===== src/rtl/wb_width_bridge_pkg.sv =====
// Shared definitions for the Wishbone width bridge: FSM state encoding and
// byte-order helpers applied to 32-bit words and their 4-bit selects.
package wb_width_bridge_pkg;

  localparam logic [1:0] ST_IDLE = 2'd0;
  localparam logic [1:0] ST_REQ  = 2'd1;
  localparam logic [1:0] ST_RESP = 2'd2;

  function automatic logic [31:0] endian_x32(input logic [31:0] d);
    return {d[7:0], d[15:8], d[23:16], d[31:24]};
  endfunction

  function automatic logic [3:0] endian_x4(input logic [3:0] s);
    return {s[0], s[1], s[2], s[3]};
  endfunction

endpackage


===== src/rtl/wb_lane_steer.sv =====
// Combinational lane placement (32-bit word -> bus lane) and extraction
// (bus lane -> 32-bit word), each with optional byte reversal.
module wb_lane_steer #(
  parameter int WB_DWIDTH   = 32,
  parameter int ENDIAN_SWAP = 1
) (
  input  logic [1:0]             lane,
  input  logic [31:0]            word_in,
  input  logic [3:0]             sel_in,
  input  logic [WB_DWIDTH-1:0]   bus_in,
  output logic [WB_DWIDTH-1:0]   bus_out,
  output logic [WB_DWIDTH/8-1:0] sel_out,
  output logic [31:0]            word_out
);
  import wb_width_bridge_pkg::*;

  localparam int NW = WB_DWIDTH / 32;

  logic [1:0]  lane_eff;
  logic [31:0] word_sw;
  logic [3:0]  sel_sw;
  logic [31:0] rd_word;

  // Lane bits beyond the bus width are ignored, so a 32-bit bus always uses lane 0.
  assign lane_eff = lane & 2'(NW - 1);
  assign word_sw  = (ENDIAN_SWAP != 0) ? endian_x32(word_in) : word_in;
  assign sel_sw   = (ENDIAN_SWAP != 0) ? endian_x4(sel_in) : sel_in;

  always_comb begin
    bus_out = '0;
    sel_out = '0;
    rd_word = '0;
    for (int i = 0; i < NW; i++) begin
      if (lane_eff == 2'(i)) begin
        bus_out[32*i +: 32] = word_sw;
        sel_out[4*i +: 4]   = sel_sw;
        rd_word             = bus_in[32*i +: 32];
      end
    end
  end

  assign word_out = (ENDIAN_SWAP != 0) ? endian_x32(rd_word) : rd_word;

endmodule


===== src/rtl/wb_width_bridge.sv =====
// Registered 32-bit master to WB_DWIDTH system-bus bridge, one transaction in flight.
// Optional downstream timeout abort is built when WB_BRIDGE_TIMEOUT_EN is defined.
module wb_width_bridge #(
  parameter int WB_DWIDTH      = 32,
  parameter int WB_SWIDTH      = WB_DWIDTH / 8,
  parameter int ENDIAN_SWAP    = 1,
  parameter int TIMEOUT_CYCLES = 256
) (
  input  logic                 i_clk,
  input  logic                 i_rst_n,
  input  logic [31:0]          i_m_wb_adr,
  input  logic [3:0]           i_m_wb_sel,
  input  logic                 i_m_wb_we,
  input  logic [31:0]          i_m_wb_wdat,
  input  logic                 i_m_wb_cyc,
  input  logic                 i_m_wb_stb,
  output logic [31:0]          o_m_wb_rdat,
  output logic                 o_m_wb_ack,
  output logic                 o_m_wb_err,
  output logic [31:0]          o_s_wb_adr,
  output logic [WB_SWIDTH-1:0] o_s_wb_sel,
  output logic                 o_s_wb_we,
  output logic [WB_DWIDTH-1:0] o_s_wb_wdat,
  output logic                 o_s_wb_cyc,
  output logic                 o_s_wb_stb,
  input  logic [WB_DWIDTH-1:0] i_s_wb_rdat,
  input  logic                 i_s_wb_ack,
  input  logic                 i_s_wb_err,
  output logic                 o_timeout
);
  import wb_width_bridge_pkg::*;

  if (!(WB_DWIDTH == 32 || WB_DWIDTH == 64 || WB_DWIDTH == 128) ||
      WB_SWIDTH != WB_DWIDTH / 8 || TIMEOUT_CYCLES < 2) begin : g_bad_cfg
    $error("wb_width_bridge: illegal parameter set");
  end

  logic [1:0]           state;
  logic                 aborted;
  logic                 s_done;
  logic                 s_ok;
  logic                 m_gone;
  logic                 tmo_hit;
  logic [WB_SWIDTH-1:0] req_sel;
  logic [WB_DWIDTH-1:0] req_wdat;
  logic [31:0]          rsp_word;
  logic [31:0]          req_word_unused;
  logic [WB_DWIDTH-1:0] rsp_bus_unused;
  logic [WB_SWIDTH-1:0] rsp_sel_unused;

  wb_lane_steer #(.WB_DWIDTH(WB_DWIDTH), .ENDIAN_SWAP(ENDIAN_SWAP)) u_req_steer (
    .lane     (i_m_wb_adr[3:2]),
    .word_in  (i_m_wb_wdat),
    .sel_in   (i_m_wb_sel),
    .bus_in   ('0),
    .bus_out  (req_wdat),
    .sel_out  (req_sel),
    .word_out (req_word_unused)
  );

  // Read lane comes from the registered address, which is stable throughout REQ.
  wb_lane_steer #(.WB_DWIDTH(WB_DWIDTH), .ENDIAN_SWAP(ENDIAN_SWAP)) u_rsp_steer (
    .lane     (o_s_wb_adr[3:2]),
    .word_in  ('0),
    .sel_in   ('0),
    .bus_in   (i_s_wb_rdat),
    .bus_out  (rsp_bus_unused),
    .sel_out  (rsp_sel_unused),
    .word_out (rsp_word)
  );

  assign s_done = i_s_wb_ack | i_s_wb_err;
  assign s_ok   = i_s_wb_ack & ~i_s_wb_err;
  assign m_gone = aborted | ~i_m_wb_cyc;

`ifdef WB_BRIDGE_TIMEOUT_EN
  localparam int CNT_W = $clog2(TIMEOUT_CYCLES);
  logic [CNT_W-1:0] tmo_cnt;

  // A slave response in the final count cycle wins over the timeout.
  assign tmo_hit = (state == ST_REQ) && !s_done &&
                   (tmo_cnt == CNT_W'(TIMEOUT_CYCLES - 1));

  always_ff @(posedge i_clk or negedge i_rst_n) begin
    if (!i_rst_n) begin
      tmo_cnt   <= '0;
      o_timeout <= 1'b0;
    end else begin
      o_timeout <= tmo_hit;
      if (state == ST_REQ) tmo_cnt <= tmo_cnt + 1'b1;
      else                 tmo_cnt <= '0;
    end
  end
`else
  assign tmo_hit   = 1'b0;
  assign o_timeout = 1'b0;
`endif

  always_ff @(posedge i_clk or negedge i_rst_n) begin
    if (!i_rst_n) begin
      state       <= ST_IDLE;
      aborted     <= 1'b0;
      o_s_wb_adr  <= '0;
      o_s_wb_sel  <= '0;
      o_s_wb_we   <= 1'b0;
      o_s_wb_wdat <= '0;
      o_s_wb_cyc  <= 1'b0;
      o_s_wb_stb  <= 1'b0;
      o_m_wb_rdat <= '0;
      o_m_wb_ack  <= 1'b0;
      o_m_wb_err  <= 1'b0;
    end else begin
      case (state)
        ST_IDLE: begin
          if (i_m_wb_cyc && i_m_wb_stb) begin
            o_s_wb_adr  <= i_m_wb_adr;
            o_s_wb_sel  <= req_sel;
            o_s_wb_we   <= i_m_wb_we;
            o_s_wb_wdat <= req_wdat;
            o_s_wb_cyc  <= 1'b1;
            o_s_wb_stb  <= 1'b1;
            aborted     <= 1'b0;
            state       <= ST_REQ;
          end
        end
        ST_REQ: begin
          if (!i_m_wb_cyc) aborted <= 1'b1;
          if (s_done || tmo_hit) begin
            o_s_wb_cyc <= 1'b0;
            o_s_wb_stb <= 1'b0;
            // An abandoned master gets no response; the slave cycle has still closed.
            if (m_gone) begin
              state <= ST_IDLE;
            end else begin
              state       <= ST_RESP;
              o_m_wb_ack  <= s_ok;
              o_m_wb_err  <= ~s_ok;
              o_m_wb_rdat <= s_ok ? rsp_word : 32'h0;
            end
          end
        end
        ST_RESP: begin
          o_m_wb_ack <= 1'b0;
          o_m_wb_err <= 1'b0;
          state      <= ST_IDLE;
        end
        default: state <= ST_IDLE;
      endcase
    end
  end

endmodule


===== config.mk =====
export PLATFORM = sky130hd
export DESIGN_NAME = wb_width_bridge
export DESIGN_NICKNAME = d
export VERILOG_FILES = /design/src/rtl/wb_width_bridge_pkg.sv /design/src/rtl/wb_lane_steer.sv /design/src/rtl/wb_width_bridge.sv
export SDC_FILE = /design/constraint.sdc
export NUM_CORES = 1
export LEC_CHECK = 0
export BUFFER_PORTS_ARGS = -buffer_cell sky130_fd_sc_hd__buf_4
export CORE_MARGIN = 2
export CORE_UTILIZATION = 48
export DETAILED_ROUTE_END_ITERATION = 10
export GPL_TIMING_DRIVEN = 0
export PLACE_DENSITY = 0.82
export SKIP_LAST_GASP = 1
export SLEW_MARGIN = 20
export SYNTH_ARGS = -nofsm -noshare
export SYNTH_HDL_FRONTEND = slang
export SYNTH_SLANG_ARGS = --single-unit
export TNS_END_PERCENT = 100

===== constraint.sdc =====
create_clock -name i_clk -period 3.42 [get_ports i_clk]
set_input_delay 0.684 -clock i_clk [delete_from_list [all_inputs] [get_ports i_clk]]
set_output_delay 0.684 -clock i_clk [all_outputs]
set_load 0.02 [all_outputs]

==> results by group, run 1 <==
Run status
  – Status: complete, no violations

STA
  – Layout Skew: 0.009574 ns
  – Fin Setup TNS: 0 ns
  – Final hold vios: 0
  – Final Setup Violations: 0
  – Tcrit/Tclk final: 53.33%
  – Measured slew at the worst slew-check pin: approximately 0.93 ns
  – Slew margin rel.: between 30% and 40%
  – RSZ-0062 raised after global routing: false
  – Peak Freq: 0.5483 GHz
  – Final setup margin: 1.596 ns
  – Minimum hold slack: 0.4117 ns
  – Slew Viols, Final: 0
  – Final min period: between 1.5 and 2 ns

Power
  – Max VDD drop: 0.0003256 V
  – Pleak: roughly 0.003 uW
  – Final Power: 3677 uW
  – PwrDens: 618.5 mW/mm2

Clocking
  – CTS sink cnt: between 100 and 150
  – Worst skew pair latency: between 0.3 and 0.4 ns
  – CTS tree: done
  – Post-CTS setup buffer count: 0
  – Clk slew on worst S/H paths: 0.10 ns
  – Clk root buf: clkbuf_8
  – CTS max path bufs: 2
  – CTS Hold Bufs: 0
  – Gates resized, CTS repair: 0
  – Cts bufs inserted: 9
  – H-tree Lvls: 3

Logic synthesis
  – Post-synthesis cell area: 0.004026 mm2
  – Netlist cell types: 27
  – Syn avg cell area: between 15 and 20 um2
  – Mapped Cells: around 250
  – Sequential area share after synthesis: about two thirds
  – Ys Warns: 0
  – Mapped Nets: 359
  – #FFs+latches synth: 107

Hold path
  – HP Class: in2async

Run
  – Max-Cap Viols: 0

Global routing
  – GRT Total Usage: 20.70%
  – Pin count of the biggest net entering global routing: 108
  – Vias in the first global route: 2877
  – Initial antenna violation count: 0
  – First-pass GRT wire length: 14.32 mm
  – GRT overflow: 0

Final layout
  – Area Overhead vs Synth: 47.64%
  – Diode count: 0
  – Share of cells above drive strength 1: 51.57%
  – Final Instance Count excl. Fillers: just under 600
  – Fillers: just under 600
  – Nets@finish: just under 600

Placed design
  – IO Port Bufs: 211
  – Cells after DPL: 568
  – HPWL Detailed: 7.303 mm
  – Final GP Congestion: 0.7641
  – Setup slack at placement: 1.353 ns

Detailed routing
  – First-iteration detailed-routing DRC count: 68
  – DRC: 0
  – Vias: 2871
  – Wirelength, routed: 9.507 mm
  – Final ANT Viol Nets: 0
  – DR pass1 iterations: 4
  – Vias per cell: 4.916
  – Drt wl/cell: between 15 and 20 um

Worst setup path
  – Worst reg2reg setup slack: 1.60 ns
  – CP bufs+invs: 2
  – Crit-path slowest cell: dfrtp_1
  – Worst path cell trace: nand3b_4 -> nor2_2 -> buf_4 -> buf_4 -> mux2_1
  – Critical Path AT: 2.06 ns
  – Worst-path fanout max: 10
  – Biggest cell delay along the critical path: 0.47 ns
  – Worst Setup Start Kind: register
  – Critical Path End Type: register
  – Setup CP Type: reg2reg
  – WP data required: between 3 and 4 ns
  – Top delay family on crit path: flip-flops
  – Most frequent CP cell: buf_4

Die
  – Die X: 95.59 um
  – Die area: 0.009136 mm2
  – # IOs: 213
  – Initial Util: between 40% and 50%
  – Vert. Die Dim: 95.59 um
  – Row count: 33
  – Core area: 0.008175 mm2
[registers in the layout, indices dropped and copies added (netlist names)]
name and count:
o_s_wb_adr 32, aborted 1, o_m_wb_rdat 32, o_s_wb_stb 1
o_s_wb_sel 4, o_m_wb_ack 1, o_s_wb_wdat 32, o_s_wb_we 1
o_m_wb_err 1, state 2
[cells in the mapped netlist (all sizes together)]
master | number | area [um2]
a2bb2oi | 1 | 8.760
nand2 | 1 | 3.750
mux2 | 69 | 777.0
clkbuf | 2 | 7.510
o211ai | 1 | 7.510
nor2b | 1 | 6.260
nand3b | 2 | 27.53
a211o | 1 | 8.760
conb | 1 | 3.750
a21oi | 1 | 5.000
or3 | 1 | 6.260
nor2 | 6 | 25.03
inv | 3 | 11.26
nand2b | 2 | 20.02
o32ai | 1 | 8.760
dfrtp | 107 | 2678
buf | 15 | 106.4
nor3 | 1 | 10.01
o21ai | 3 | 15.01
a22o | 32 | 280.3
o311a | 1 | 10.01
[cells by family after synthesis]
| group | count (synthesis) | share of synthesized area, % |
|---|---|---|
| flip-flops | 107 | 66.50 |
| AO/OA/AOI/OAI | 41 | 8.546 |
| multiplexers | 69 | 19.30 |
| other | 1 | 0.09314 |
| buffers and inverters | 20 | 3.108 |
| AND/OR/NAND/NOR | 14 | 2.455 |
[where the power goes]
| group | switching [uW] | internal (uW) | total, uW |
|---|---|---|---|
| sequential | 148 | 1540 | 1680 |
| combinational | 628 | 600 | 1230 |
| clock | 421 | 344 | 766 |
[final cells by class]
cell class / instances / area [um2] / area share [%]
Buffer: 17 / 113.9 / 1.915
Clock buffer: 9 / 123.9 / 2.084
Timing Repair Buffer: 211 / 1588 / 26.71
Inverter: 3 / 11.26 / 0.1894
Tap cell: 105 / 131.4 / 2.210
Clock inverter: 7 / 75.07 / 1.263
Sequential cell: 107 / 2678 / 45.04
Multi-Input combinational cell: 125 / 1224 / 20.59
[cell usage in the layout (no fill, tap or decap)]
cell,count
mux2_1,69
a211o_1,1
o211ai_1,1
nor3_2,1
nor2_2,1
nand2b_4,1
o21ai_0,3
conb_1,1
inv_2,1
nor2_1,5
clkinv_2,2
nand3b_4,1
a2bb2oi_1,1
buf_4,215
nor2b_1,1
dfrtp_1,107
or3_1,1
inv_6,2
bufinv_16,1
nand2b_1,1
a22o_1,32
a21oi_1,1
nand2_1,1
o32ai_1,1
inv_1,2
o311a_1,1
clkbuf_8,9
clkinv_4,2
buf_6,4
clkbuf_1,2
buf_2,7
nand3b_1,1
[worst paths after layout]
check                                          startpoint                    endpoint  cells after the start
worst max register to register       state[1]$_DFFE_PN0P_  o_s_wb_adr[20]$_DFFE_PN0P_                      5
worst min register to register  o_s_wb_adr[4]$_DFFE_PN0P_   o_s_wb_adr[4]$_DFFE_PN0P_                      1
worst min-delay path                              i_rst_n   o_s_wb_adr[7]$_DFFE_PN0P_                      1
max in group asynchronous                         i_rst_n      o_m_wb_err$_DFFE_PN0P_                      1
min in group i_clk              o_s_wb_adr[4]$_DFFE_PN0P_   o_s_wb_adr[4]$_DFFE_PN0P_                      1
worst max-delay path                 state[1]$_DFFE_PN0P_  o_s_wb_adr[20]$_DFFE_PN0P_                      5
[per-stage QoR]
stage	util, %	instance area, um2
6_report	72.71	5944
5_1_grt	72.71	5944
4_1_cts	72.71	5944
3_5_place_dp	70.28	5746
3_3_place_gp	70.23	5742
2_1_floorplan	-	4026
[worst reg2reg max path, delay by kind of cell (launching register included)]
kind / cells / cell delay (ns)
and+or+nand+nor: 2 / 0.44
muxes: 1 / 0.35
DFF: 1 / 0.47
buffers and inverters: 2 / 0.47
[routing by layer]
metal / up-vias / wire, um / global-route usage [%]
met1: 1395 / 3752 / 25.49
met2: 123 / 4913 / 35.37
met3: 4 / 794 / 7.115
li1: 1349 / - / -
met4: 0 / 46 / 4.524
met5: - / 0 / 0
(Power assumes the default switching activity.)
==> inputs of run 2 (changes only) <==
ABC_AREA = 1   (was default)
CORE_UTILIZATION = 41   (was 48)
PLACE_DENSITY = 0.74   (was 0.82)
clock period = 1.6 ns   (was 3.42 ns; I/O delays follow)
==> results by group, run 2 <==
Logic synthesis
  – Complex-gate fraction of the synthesized area: 0.1228% (-8.4 points)
  – Netlist cell types: 15 (-44%)
  – Most common cell in the netlist: nand2_1
  – Syn avg cell area: 8.729 um2 (-45%)
  – Asr flop ratio synth: 100.0% (unchanged)
  – Largest family of logic cells by synthesized area: simple AND/OR/NAND/NOR gates
  – Post-synthesis cell area: 0.004076 mm2 (+1.2%)
  – Mapped Cells: 467 (+85%)
  – Mux contribution to synthesized area: 0% (-19 points)
  – Synth Area in Adders: 0% (unchanged)
  – Sequential area share after synthesis: 65.68% (-0.82 points)
  – Commonest cells in the netlist: 322 x nand2_1, 107 x dfrtp_1, 15 x clkbuf_1, 5 x inv_1, 4 x buf_4
  – Synth Area in Simple Gates: 30.97% (+29 points)
  – Share of the synthesized area in the top cell type: 65.68% (-0.82 points)
  – Synth area leader: dfrtp_1
  – Synth top area cells: dfrtp_1 66%, nand2_1 30%, clkbuf_1 1.4%
  – #FFs+latches synth: 107 (unchanged)
  – EDFF count, synth: 0 (unchanged)
  – Ys Warns: 0 (unchanged)
  – Synth Flop Type: dfrtp_1
  – Post-synthesis xor/xnor area fraction: 0% (unchanged)
  – Mapped Nets: 574 (+60%)

Detailed routing
  – Met1 WL: 4.373 mm (+17%)
  – Drt wl/cell: 12.70 um (-22%)
  – DRC: 0 (unchanged)
  – WL met3: 773 um (-2.6%)
  – Top sig layer: met4
  – DR WL met2: 5.225 mm (+6.4%)
  – First-iteration detailed-routing DRC count: 141 (+110%)
  – DR pass1 iterations: 4 (unchanged)
  – Final ANT Viol Nets: 0 (unchanged)
  – Vias per cell: 4.434 (-9.8%)
  – Wirelength, routed: 10.51 mm (+11%)
  – Vias: 3671 (+28%)

Placed design
  – IO Port Bufs: 211 (unchanged)
  – Cells after DPL: 811 (+43%)
  – HPWL Detailed: 7.826 mm (+7.2%)
  – Final GP Congestion: 0.7751 (+1.4%)
  – Setup slack at placement: 0.0005141 ns (-1.352 ns)

Final layout
  – Most frequent cells in the layout: 322 x nand2_1, 216 x buf_4, 107 x dfrtp_1
  – Fillers: 903 (+56%)
  – Most common cell after layout, fill and taps aside: nand2_1
  – Register area: 0.002678 mm2 (unchanged)
  – Final Instance Count excl. Fillers: 828 (+42%)
  – Nets@finish: 797 (+37%)
  – Biggest regs: o_m_wb_rdat (32), o_s_wb_adr (32), o_s_wb_wdat (32)
  – Share of cells above drive strength 1: 35.25% (-16 points)
  – Multi-input combinational cell area: 0.001271 mm2 (+3.9%)
  – Area Overhead vs Synth: 48.40%
  – Diode count: 0 (unchanged)

Global routing
  – GRT overflow: 0 (unchanged)
  – Initial antenna violation count: 0 (unchanged)
  – Pin count of the biggest net entering global routing: 108 (unchanged)
  – First-pass GRT wire length: 17.32 mm (+21%)
  – Vias in the first global route: 3740 (+30%)
  – GRT Total Usage: 19.59% (-1.1 points)

STA
  – Layout Skew: 0.01407 ns (+0.004493 ns)
  – Measured slew at the worst slew-check pin: 0.9531 ns (+0.02809 ns)
  – Tcrit/Tclk final: 91.68% (+38 points)
  – Minimum hold slack: 0.06283 ns (-0.3489 ns)
  – Slew margin rel.: 36.46% (-1.9 points)
  – Fin Setup TNS: 0 ns (unchanged)
  – Peak Freq: 0.6817 GHz (+24%)
  – Final setup margin: 0.1331 ns (-1.463 ns)
  – Final Setup Violations: 0 (unchanged)
  – Slew Viols, Final: 0 (unchanged)
  – Final min period: 1.467 ns (-0.3570 ns)
  – RSZ-0062 raised after global routing: false
  – Final hold vios: 0 (unchanged)

Worst setup path
  – Worst reg2reg setup slack: 0.13 ns (-1.46 ns)
  – Critical Path End Type: register
  – R2r endpoint: o_s_wb_wdat[21]$_DFFE_PN0P_
  – Worst-path fanout max: 10 (unchanged)
  – R2r worst-path depth: 5 (unchanged)
  – Worst Setup Start Kind: register
  – Critical Path AT: 1.76 ns (-0.30 ns)
  – WP data required: 1.89 ns (-1.77 ns)
  – RR Startpoint: state[0]$_DFFE_PN0P_
  – Setup CP Type: reg2reg

Clocking
  – CTS sink cnt: 107 (unchanged)
  – Worst skew pair latency: 0.36 ns (about the same)
  – CTS tree: done
  – Clk root buf: clkbuf_8
  – CTS Hold Bufs: 0 (unchanged)
  – Clk slew on worst S/H paths: 0.10 ns (about the same)
  – Cts bufs inserted: 9 (unchanged)
  – CTS max path bufs: 2 (unchanged)
  – H-tree Lvls: 3 (unchanged)

Run status
  – Status: complete, no violations

Die
  – Vert. Die Dim: 103.7 um (+8.5%)
  – Die X: 103.7 um (+8.5%)
  – Row count: 36 (+9.1%)
  – # IOs: 213 (unchanged)
  – Initial Util: 41.90% (-7.4 points)
  – Die area: 0.01076 mm2 (+18%)
  – Core area: 0.009729 mm2 (+19%)

Power
  – Pleak: 0.003549 uW (+18%)
  – Pint: 5132 uW (+110%)
  – Power share of the combinational group: 32.5% (-0.9 points)
  – Power share of the clock group: 21.7% (+0.9 points)
  – Flop pwr share: 45.8% (about the same)
  – Final Power: 7790 uW (+110%)
  – Switch share: 34.11% (+1.5 points)
  – Max VDD drop: 0.0005417 V (+66%)
  – Switching power: 2658 uW (+120%)
  – PwrDens: 1288 mW/mm2 (+110%)

Hold path
  – HP Class: in2async

Run
  – Max-Cap Viols: 0 (unchanged)
[run 2: worst max path at each step]
stage / cells past startpoint / to / from
floorplan: 5 / o_s_wb_adr[16]$_DFFE_PN0P_ / state[1]$_DFFE_PN0P_
global placement: 7 / o_s_wb_wdat[20]$_DFFE_PN0P_ / i_m_wb_cyc
detailed placement: 7 / o_s_wb_adr[4]$_DFFE_PN0P_ / i_m_wb_cyc
CTS: 5 / o_s_wb_wdat[15]$_DFFE_PN0P_ / state[1]$_DFFE_PN0P_
global route: 5 / o_s_wb_wdat[21]$_DFFE_PN0P_ / state[0]$_DFFE_PN0P_
finish: 5 / o_s_wb_wdat[21]$_DFFE_PN0P_ / state[0]$_DFFE_PN0P_
[run 2: power groups by stage]
| stage | Combinational (uW) | Clock [uW] | Sequential, uW |
|---|---|---|---|
| after CTS | 2560 | 1740 | 3570 |
| after global routing | 2740 | 1830 | 3640 |
| after detailed placement | 2560 | 0 | 3620 |
| final | 2530 | 1690 | 3570 |
| after floorplan | 543 | 0 | 4280 |
| after global placement | 2510 | 0 | 3590 |
[run 2: routing by layer]
layer,GRT usage [%],vias up
met4,6.081,0
met2,34.06,131
li1,-,1834
met1,23.58,1694
met3,5.727,12
met5,0,-
[run 2: layout make-up]
type / instances / area share [%]
buffer: 21 / 1.717
clock buffer: 11 / 2.337
clock inverter: 5 / 0.9928
inverter: 7 / 0.4343
multi-input combinational: 331 / 21.01
sequential: 107 / 44.26
tap: 133 / 2.751
timing repair buffer: 213 / 26.49
[run 2: stage by stage]
| stage | cell area [um2] | utilization (%) |
|---|---|---|
| 2_1_floorplan | 4076 | - |
| 3_3_place_gp | 5827 | 59.89 |
| 3_5_place_dp | 5831 | 59.93 |
| 4_1_cts | 6032 | 62.00 |
| 5_1_grt | 6050 | 62.18 |
| 6_report | 6050 | 62.18 |
[run 2: what timing repair did]
item                       in CTS  in global routing
setup buffers                   0                  2
setup endpoints to repair       0                 71
resized for setup               0                 10
[run 2: cell families after synthesis]
group,after synthesis
other,1
buffers and inverters,29
DFF,107
and+or+nand+nor,329
AOI/OAI and AO/OA,1
[run 2: worst max-delay path, cell delays in order (launching register included)]
cell and delay (ns):
dfrtp_1 0.42, nor3_4 0.26, buf_4 0.18, clkbuf_1 0.33, nand2_1 0.13, nand2_1 0.09
